**config.mk**
```make
export PLATFORM = sky130hd
export DESIGN_NAME = ssdec_scan
export DESIGN_NICKNAME = d
export VERILOG_FILES = /design/src/rtl/ssdec_pkg.sv /design/src/rtl/ssdec.sv /design/src/rtl/ssdec_scan.sv
export SDC_FILE = /design/constraint.sdc
export NUM_CORES = 1
export LEC_CHECK = 0
export BUFFER_PORTS_ARGS = -buffer_cell sky130_fd_sc_hd__clkbuf_2
export CAP_MARGIN = 20
export CORE_MARGIN = 2
export CORE_UTILIZATION = 45
export CTS_CLUSTER_DIAMETER = 100
export CTS_CLUSTER_SIZE = 8
export DETAILED_ROUTE_END_ITERATION = 10
export PLACE_DENSITY = 0.64
export SKIP_CTS_REPAIR_TIMING = 1
export SYNTH_ARGS = -nofsm -noshare
export SYNTH_HDL_FRONTEND = slang
export SYNTH_HIERARCHICAL = 1
export SYNTH_SLANG_ARGS = --single-unit
```
**constraint.sdc**
```tcl
create_clock -name clk -period 7.1 [get_ports clk]
set_input_delay 0.71 -clock clk [delete_from_list [all_inputs] [get_ports clk]]
set_output_delay 0.71 -clock clk [all_outputs]
set_load 0.005 [all_outputs]
```
**src/rtl/ssdec_pkg.sv**
```systemverilog
// Shared types and the hex-to-seven-segment table for the display drivers.
package ssdec_pkg;

    // Segment bus ordered {g,f,e,d,c,b,a}, active-high.
    typedef logic [6:0] seg_t;

    // Hex glyphs 0..F; lower-case b and d keep them distinct from 8 and 0.
    localparam seg_t SEG7_LUT [16] = '{
        7'h3F, 7'h06, 7'h5B, 7'h4F, 7'h66, 7'h6D, 7'h7D, 7'h07,
        7'h7F, 7'h6F, 7'h77, 7'h7C, 7'h39, 7'h5E, 7'h79, 7'h71
    };

    function automatic seg_t seg_of(input logic [3:0] hex);
        return SEG7_LUT[hex];
    endfunction

endpackage

```
**src/rtl/ssdec.sv**
```systemverilog
// Single-digit hex to seven-segment decoder (combinational).
module ssdec
    import ssdec_pkg::*;
(
    input  logic       en,
    input  logic [3:0] hex,
    output seg_t       seg
);

    // Look up the glyph; a disabled decoder drives all segments off.
    always_comb begin
        seg = en ? seg_of(hex) : '0;
    end

endmodule

```
**src/rtl/ssdec_scan.sv**
```systemverilog
// Time-multiplexed N-digit seven-segment scanner with double-buffered
// value, leading-zero blanking, per-digit blink and a frame-done strobe.
module ssdec_scan
    import ssdec_pkg::*;
#(
    parameter int NDIGITS      = 4,
    parameter int PRESCALE     = 1000,
    parameter int BLINK_FRAMES = 64
) (
    input  logic                   clk,
    input  logic                   nrst,
    input  logic [4*NDIGITS-1:0]   value,
    input  logic                   load,
    input  logic [NDIGITS-1:0]     digit_en,
    input  logic [NDIGITS-1:0]     dp_in,
    input  logic                   blank_lz,
    input  logic [NDIGITS-1:0]     blink_mask,
    output logic [6:0]             seg,
    output logic                   dp,
    output logic [NDIGITS-1:0]     an,
    output logic                   frame_done
);

    localparam int PW = (PRESCALE > 1)     ? $clog2(PRESCALE)     : 1;
    localparam int IW = (NDIGITS > 1)      ? $clog2(NDIGITS)      : 1;
    localparam int FW = (BLINK_FRAMES > 1) ? $clog2(BLINK_FRAMES) : 1;

    localparam logic [PW-1:0] P_LAST = PW'(PRESCALE - 1);
    localparam logic [IW-1:0] I_LAST = IW'(NDIGITS - 1);
    localparam logic [FW-1:0] F_LAST = FW'(BLINK_FRAMES - 1);

    logic [4*NDIGITS-1:0] pend_q,   pend_d;
    logic                 pend_v_q, pend_v_d;
    logic [4*NDIGITS-1:0] active_q, active_d;
    logic [PW-1:0]        pcnt_q,   pcnt_d;
    logic [IW-1:0]        idx_q,    idx_d;
    logic [FW-1:0]        fcnt_q,   fcnt_d;
    logic                 bph_q,    bph_d;
    seg_t                 seg_q,    seg_d;
    logic                 dp_q,     dp_d;
    logic [NDIGITS-1:0]   an_q,     an_d;
    logic                 fd_q,     fd_d;

    logic                 tick;
    logic                 wrap;
    logic [3:0]           nib [NDIGITS];
    logic [NDIGITS-1:0]   nz_above;
    logic [NDIGITS-1:0]   blank_vec;
    logic [3:0]           sel_nib;
    logic                 sel_blank;
    logic                 sel_dp;
    seg_t                 dec_seg;

    assign tick = (pcnt_q == P_LAST);
    assign wrap = tick && (idx_q == I_LAST);

    // Split the active word into per-digit nibbles.
    genvar gi;
    generate
        for (gi = 0; gi < NDIGITS; gi++) begin : g_nib
            assign nib[gi] = active_q[4*gi +: 4];
        end
    endgenerate

    // Prefix-OR from the MSB: bit k set when any digit k..N-1 is non-zero.
    always_comb begin
        logic acc;
        acc      = 1'b0;
        nz_above = '0;
        for (int k = NDIGITS - 1; k >= 0; k--) begin
            acc         = acc | (nib[k] != 4'h0);
            nz_above[k] = acc;
        end
    end

    // Per-digit blank decision and selection of the digit being scanned.
    always_comb begin
        blank_vec = '0;
        sel_nib   = 4'h0;
        sel_blank = 1'b1;
        sel_dp    = 1'b0;
        an_d      = '0;
        for (int k = 0; k < NDIGITS; k++) begin
            blank_vec[k] = !digit_en[k]
                         || (bph_q && blink_mask[k])
                         || (blank_lz && (k != 0) && !nz_above[k]);
            if (IW'(k) == idx_q) begin
                sel_nib   = nib[k];
                sel_blank = blank_vec[k];
                sel_dp    = dp_in[k];
                an_d[k]   = 1'b1;
            end
        end
    end

    ssdec u_dec (
        .en  (1'b1),
        .hex (sel_nib),
        .seg (dec_seg)
    );

    // Next-state for counters, buffers and the registered display outputs.
    always_comb begin
        pcnt_d   = tick ? '0 : pcnt_q + PW'(1);
        idx_d    = idx_q;
        fcnt_d   = fcnt_q;
        bph_d    = bph_q;
        pend_d   = pend_q;
        pend_v_d = pend_v_q;
        active_d = active_q;

        if (tick) begin
            idx_d = wrap ? '0 : idx_q + IW'(1);
        end

        if (wrap) begin
            if (fcnt_q == F_LAST) begin
                fcnt_d = '0;
                bph_d  = ~bph_q;
            end else begin
                fcnt_d = fcnt_q + FW'(1);
            end
        end

        // A load on the boundary goes straight to the display buffer.
        if (wrap && load) begin
            pend_d   = value;
            active_d = value;
            pend_v_d = 1'b0;
        end else if (wrap && pend_v_q) begin
            active_d = pend_q;
            pend_v_d = 1'b0;
        end else if (load) begin
            pend_d   = value;
            pend_v_d = 1'b1;
        end

        seg_d = sel_blank ? '0 : dec_seg;
        dp_d  = !sel_blank && sel_dp;
        fd_d  = wrap;
    end

    // State registers with synchronous active-low reset.
    always_ff @(posedge clk) begin
        if (!nrst) begin
            pend_q   <= '0;
            pend_v_q <= 1'b0;
            active_q <= '0;
            pcnt_q   <= '0;
            idx_q    <= '0;
            fcnt_q   <= '0;
            bph_q    <= 1'b0;
            seg_q    <= '0;
            dp_q     <= 1'b0;
            an_q     <= '0;
            fd_q     <= 1'b0;
        end else begin
            pend_q   <= pend_d;
            pend_v_q <= pend_v_d;
            active_q <= active_d;
            pcnt_q   <= pcnt_d;
            idx_q    <= idx_d;
            fcnt_q   <= fcnt_d;
            bph_q    <= bph_d;
            seg_q    <= seg_d;
            dp_q     <= dp_d;
            an_q     <= an_d;
            fd_q     <= fd_d;
        end
    end

    assign seg        = seg_q;
    assign dp         = dp_q;
    assign an         = an_q;
    assign frame_done = fd_q;

endmodule

```
==> flow_metrics.env, run 1 <==
export IMPL_status="complete, no violations"
export IMPL_route_detailed_drc=0
export IMPL_fin_crit_sh_pct=38.00
export IMPL_p_seq_share_pct=46.4
export IMPL_wl_per_cell_um=13.02
export IMPL_layout_nets=446
export IMPL_postSynthCellCount=364
export IMPL_cts_buffers=9
export IMPL_detailroute_via_count=2568
export IMPL_path_buf_inv=3
export IMPL_antenna_found_initial=0
export IMPL_final_max_slew_viol_count=0
export IMPL_initial_core_util_pct=46.35
export IMPL_cts_tree="done"
export IMPL_start_kind="flop"
export IMPL_setup_tns_ns=0
export IMPL_fin_area_um2=3656
export IMPL_rows=30
export IMPL_grt_max_degree=32
export IMPL_arrival_ns=2.95
export IMPL_ys_types=54
export IMPL_fin_util_pct=53.81
export IMPL_drt_iter0_markers=117
export IMPL_grt_pass1_vias=2478
export IMPL_crit_path_end_kind="flop"
export IMPL_htree_levels=3
export IMPL_syn_nets=408
export IMPL_fp_coreArea_um2=6794
export IMPL_switching_share_pct=20.63
export IMPL_combPwrFrac_pct=5.2
export IMPL_criticalPathCategory="flop to flop"
export IMPL_ys_flop_type="dfxtp_1"
export IMPL_syn_area_per_cell_um2=8.652
export IMPL_clk_latency_ns=0.35
export IMPL_clkPwrFrac_pct=48.4
export IMPL_cts_root_buffer="clkbuf_8"
export IMPL_syn_to_final_growth_pct=16.09
export IMPL_tightest_slew_ns=0.8414
export IMPL_fill_cells=650
export IMPL_ys_ff_latch=65
export IMPL_slew_headroom_pct=43.74
export IMPL_cp_top_family="adder cells"
export IMPL_gr_total_overflow=0
export IMPL_max_cap_viol_count=0
export IMPL_worstPathCellList="inv_1, ha_1, and3b_1, a21oi_1, o21ai_0, mux2_2, inv_1, ha_1, and2b_1, a221oi_2, inv_1, a211oi_1"
export IMPL_synth_top_cell_area_share_pct=41.32
export IMPL_track_usage_pct=18.96
export IMPL_p_leak_uw=0.001455
export IMPL_setup_violations=0
export IMPL_diodes=0
export IMPL_ys_seq_area_share_pct=41.32
export IMPL_r2r_start="idx_q[1]"
export IMPL_ir_drop_v=0.0001162
export IMPL_hold_depth=1
export IMPL_io_pins=45
export IMPL_finalHoldViolCount=0
export IMPL_die_area_um2=7683
export IMPL_crit_required_ns=7.36
export IMPL_fin_skew_ns=0.01096
export IMPL_fmaxAchievable_mhz=370.7
export IMPL_syn_area_um2=3149
export IMPL_power_density_nw_per_um2=222.2
export IMPL_synth_edff_count=0
export IMPL_numPortBuffers=44
export IMPL_clk_pin_slew_worst_paths_ns=0.07
export IMPL_drt_vias_per_instance=5.105
export IMPL_path_max_fanout=13
export IMPL_chipHeight_um=87.66
export IMPL_rr_worst_depth=12
export IMPL_crit_path_frequent_cell="inv_1"
export IMPL_synth_area_top_cells="dfxtp_1 41%, a21oi_1 5.6%, nand2_1 4.9%"
export IMPL_async_reset_ff_share_pct=0
export IMPL_dp_hpwl_um=4821
export IMPL_ant_nets=0
export IMPL_synth_top_cells_by_count="65 x dfxtp_1, 41 x nand2_1, 38 x nor2_1"
export IMPL_whs_ns=0.4467
export IMPL_dpl_cell_area_um2=3402
export IMPL_r2r_end="seg[2]"
export IMPL_min_from="pcnt_q[0]"
export IMPL_switching_power_uw=167.6
export IMPL_drtPass1Iterations=4
export IMPL_p_int_uw=644.9
export IMPL_grt_pass1_wl_um=11320
export IMPL_finalCriticalPeriod_ns=2.698
export IMPL_cts_buffer_depth=2
export IMPL_rrSetupSlack_ns=4.40
export IMPL_min_to="pcnt_q[0]"
export IMPL_ys_warn_count=6
export IMPL_cp_slowest_cell="ha_1"
export IMPL_cts_sinks=65
export IMPL_rsz0062_at_grt="false"
export IMPL_gp_congestion=0.8632
export IMPL_synth_top_area_cell="dfxtp_1"
export IMPL_fp_dieW_um=87.66
export IMPL_hold_path_class="flop to flop"
export IMPL_drive_gt1_share_pct=20.64
export IMPL_synthMostInstantiatedCell="dfxtp_1"
export IMPL_wirelength_um=6548
export IMPL_cpPeakStageDelay_ns=0.39
[through the flow]
step / power (uW) / setup WS (ns) / std cells
finish: 812.5 / 4.402 / 503
floorplan: 410.7 / 4.619 / 364
global route: 846.6 / 4.171 / 503
global placement: 427.2 / 4.557 / 487
detailed placement: 428.0 / 4.424 / 487
CTS: 822.0 / 4.396 / 503
[how the worst max path moves through the flow]
stage / startpoint / end / slack [ns] / depth (start not counted)
2_1_floorplan: idx_q[1] / seg[2] / 4.62 / 13
3_3_place_gp: idx_q[1] / seg[2] / 4.56 / 12
3_5_place_dp: idx_q[1] / seg[2] / 4.42 / 12
4_1_cts: idx_q[1] / seg[2] / 4.40 / 12
5_1_grt: idx_q[0] / seg[2] / 4.17 / 11
6_report: idx_q[1] / seg[2] / 4.40 / 12
[area by class of cell]
class,count,area [um2],share of cell area [%]
clock buffers,12,155.1,4.244
clock inverters,4,98.84,2.704
inverters,20,75.07,2.053
multi-input cells,261,1678,45.89
flip-flops and latches,65,1301,35.59
well taps,96,120.1,3.285
repair buffers,45,227.7,6.229
[power by group through the flow]
stage               logic, uW  clock network [uW]  registers [uW]
finish                   42.0                 393             377
detailed placement       42.3                   0             386
floorplan                25.6                   0             385
global route             48.2                 420             378
CTS                      42.5                 402             377
global placement         41.9                   0             385
[cell usage in the layout, fill, tap and decap left out, types with 2 or more instances in the layout]
cell       synthesis  layout
a211oi_1          12      12
a211oi_2           4       4
a21o_1             9       9
a21oi_1           35      35
a221oi_2           2       2
a22oi_1            2       2
a31oi_1            3       3
and2_1             5       5
and2b_1            2       2
and3b_1            4       4
bufinv_16          0       3
clkbuf_2           0      44
clkbuf_8           0      11
clkinv_1           2       2
dfxtp_1           65      65
ha_1              12      12
inv_1             17      17
mux2_2             4       4
mux2i_1            9       9
nand2_1           41      41
nand2b_1          10      10
nand3_1            4       4
nand4_1            7       7
nor2_1            38      38
nor2b_1            2       2
nor3_1             5       5
nor3_2             4       4
nor3b_1            2       2
nor4_1             3       3
o21ai_0           11      11
or3_1              3       3
xnor2_1            7       7
xor2_1             3       3
[registers in the layout (all words and copies together) (netlist names), 2 cells and up]
register / count
pend_q: 16
an: 4
fcnt_q: 6
seg: 7
idx_q: 2
pcnt_q: 10
active_q: 16
[kinds of logic (layout without fill, tap and decap cells)]
kind of cell / count (synthesis) / in the layout / synth area share (%)
compound gates: 85 / 85 / 17.68
buf+inv: 38 / 81 / 5.403
flops: 65 / 65 / 41.32
other cells: 1 / 1 / 0.1191
xor+xnor: 10 / 10 / 2.781
simple gates: 139 / 139 / 23.16
mux: 14 / 14 / 4.767
fa+ha+maj: 12 / 12 / 4.767
[metal layers]
metal | routed length (um) | track usage (%) | vias up
met5 | 0 | 0 | -
met4 | 106 | 7.133 | 0
met3 | 349 | 5.561 | 11
met2 | 3110 | 31.68 | 50
met1 | 2981 | 23.10 | 1180
li1 | - | - | 1327
Note: power is estimated with default switching activity, not from simulation.
==> run 2, diff against run 1 <==
- ABC_AREA: unset -> 1
- PLACE_DENSITY: 0.64 -> 0.67
- clock period: 7.1 -> 2.3 ns (I/O delays scaled with it)
==> run 2 against run 1 <==
- cell count increased by 22%
- sequential power increased to 3.1 times the previous value
- count of clock-buffer cells in the layout increased by 1
- non-clock buffer count increased by 5
- worst hold slack got worse by 0.31 ns
- synthesized area increased by 2.8%
- design area increased by 1.8%
- sequential share of layout area decreased by 0.65 points
- flip-flop and latch count unchanged
- synthesized cell count increased by 26%
- global-route usage decreased by 0.97 points
- critical endpoint is now seg[5]
==> flow_metrics.env, run 2 <==
export IMPL_cts_buffer_depth=2
export IMPL_antenna_found_initial=0
export IMPL_wl_per_cell_um=10.51
export IMPL_ys_ff_latch=65
export IMPL_synth_area_top_cells="dfxtp_1 40%, nand2_1 15%, inv_1 7.2%"
export IMPL_layout_commonest_cell="nand2_1"
export IMPL_async_reset_ff_share_pct=0
export IMPL_finalHoldViolCount=0
export IMPL_route_detailed_drc=0
export IMPL_ant_nets=0
export IMPL_final_max_slew_viol_count=0
export IMPL_ys_warn_count=6
export IMPL_numPortBuffers=44
export IMPL_ys_seq_area_share_pct=40.20
export IMPL_syn_area_um2=3237
export IMPL_syn_area_per_cell_um2=7.037
export IMPL_htree_levels=3
export IMPL_grt_pass1_vias=2557
export IMPL_synth_top_area_cell="dfxtp_1"
export IMPL_layout_nets=556
export IMPL_track_usage_pct=17.99
export IMPL_p_leak_uw=0.001858
export IMPL_rows=30
export IMPL_criticalPathCategory="flop to flop"
export IMPL_initial_core_util_pct=47.12
export IMPL_status="complete, no violations"
export IMPL_synth_top_cell_area_share_pct=40.20
export IMPL_drt_iter0_markers=117
export IMPL_detailroute_via_count=2828
export IMPL_drt_vias_per_instance=4.613
export IMPL_io_pins=45
export IMPL_max_cap_viol_count=0
export IMPL_fin_area_um2=3724
export IMPL_clk_pin_slew_worst_paths_ns=0.07
export IMPL_fin_crit_sh_pct=89.64
export IMPL_cts_sinks=65
export IMPL_cp_top_family="adder cells"
export IMPL_rsz0062_at_grt="false"
export IMPL_path_buf_inv=5
export IMPL_drive_gt1_share_pct=18.96
export IMPL_dpl_cell_area_um2=3552
export IMPL_setup_tns_ns=0
export IMPL_hold_path_class="input pin to flop"
export IMPL_slew_headroom_pct=60.19
export IMPL_cpPeakStageDelay_ns=0.39
export IMPL_grt_pass1_wl_um=11060
export IMPL_postSynthCellCount=460
export IMPL_reg_top3="active_q x16, pend_q x16, pcnt_q x10"
export IMPL_dp_hpwl_um=4732
export IMPL_setup_violations=0
export IMPL_cts_root_buffer="clkbuf_8"
export IMPL_fp_coreArea_um2=6869
export IMPL_diodes=0
export IMPL_wirelength_um=6444
export IMPL_drtPass1Iterations=4
export IMPL_chipHeight_um=88.81
export IMPL_path_max_fanout=8
export IMPL_syn_to_final_growth_pct=15.04
export IMPL_arrival_ns=2.29
export IMPL_gr_total_overflow=0
export IMPL_synth_top_cells_by_count="128 x nand2_1, 65 x dfxtp_1, 62 x inv_1"
export IMPL_fmaxAchievable_mhz=485.0
export IMPL_crit_required_ns=2.53
export IMPL_cp_slowest_cell="dfxtp_1"
export IMPL_grt_max_degree=34
export IMPL_cts_buffers=9
export IMPL_worstPathCellList="inv_1, ha_1, inv_2, nand2_1, a22oi_2, buf_4, ha_1, inv_1, nand2_1, nand2_1, nor2_1, nor2_1, inv_1, nor2_1"
export IMPL_synth_edff_count=0
export IMPL_crit_path_end_kind="flop"
export IMPL_start_kind="flop"
export IMPL_final_cell_mix="128 x nand2_1, 65 x dfxtp_1, 58 x inv_1"
export IMPL_fin_skew_ns=0.009211
export IMPL_synthMostInstantiatedCell="nand2_1"
export IMPL_power_density_nw_per_um2=568.7
export IMPL_ys_flop_type="dfxtp_1"
export IMPL_clk_latency_ns=0.34
export IMPL_finalCriticalPeriod_ns=2.062
export IMPL_tightest_slew_ns=0.5965
export IMPL_die_area_um2=7887
export IMPL_ys_types=34
export IMPL_fp_dieW_um=88.81
export IMPL_ir_drop_v=0.0002894
export IMPL_gp_congestion=0.8781
export IMPL_cts_tree="done"
## run 2: layout make-up
class                           count  area [um2]
Fill cell                         689        3146
Sequential cell                    65        1301
Clock inverter                      3       17.52
Inverter                           64       247.7
Clock buffer                       13       138.9
Timing Repair Buffer               50       265.3
Tap cell                           96       120.1
Multi-Input combinational cell    322        1633
## run 2: path summary, 6_finish.rpt
check | start | endpoint | slack [ns] | cells past startpoint
worst max-delay path | idx_q[0] | seg[5] | 0.24 | 14
worst min-delay path | value[4] | pend_q[4] | 0.13 | 3
worst max register to register | idx_q[0] | seg[5] | 0.24 | 14
worst min register to register | pend_q[14] | pend_q[14] | 0.45 | 2
## run 2: worst reg2reg max path, cell delays in order, from the launching register on
cell and delay [ns]:
dfxtp_1 0.39, inv_1 0.10, ha_1 0.32, inv_2 0.16
nand2_1 0.08, a22oi_2 0.17, buf_4 0.16, ha_1 0.20
inv_1 0.05, nand2_1 0.05, nand2_1 0.06, nor2_1 0.09
nor2_1 0.05, inv_1 0.04, nor2_1 0.03
## run 2: where the power goes
| part | total [uW] | internal [uW] | leakage (uW) | switching, uW |
|---|---|---|---|---|
| Sequential | 1160 | 1150 | 0.000530 | 8.71 |
| Clock | 813 | 389 | 0.0000774 | 424 |
| Combinational | 141 | 60.1 | 0.00125 | 80.7 |
| Total | 2120 | 1600 | 0.00186 | 514 |
## run 2: routing by layer
metal  part of all wire, %  GRT usage, %  vias up
met4                   1.8         8.127        0
met2                    41         27.61       60
met3                   5.4         4.944       11
met5                     0             0        -
met1                    51         23.56     1231
li1                      -             -     1526
## run 2: through the flow
stage          power, uW  util (%)  instances  setup WS (ns)  hold slack, ns
2_1_floorplan       1281         -        466         0.1058          0.3928
3_3_place_gp        1329     51.71        597         0.2056          0.4279
3_5_place_dp        1332     51.71        597         0.1088          0.4414
4_1_cts             2145     53.99        613        0.08255          0.1253
5_1_grt             2214     54.21        613       0.002298          0.1601
6_report            2118     54.21        613         0.2382          0.1339
## run 2: cell families after synthesis
group	after synthesis	share of synthesized area, %
AND/OR/NAND/NOR	232	31.47
buffers and inverters	79	10.51
flip-flops	65	40.20
AO/OA/AOI/OAI	64	11.06
adder cells (fa/ha/maj)	12	4.638
XOR/XNOR	4	1.083
multiplexers	3	0.9278
other	1	0.1159
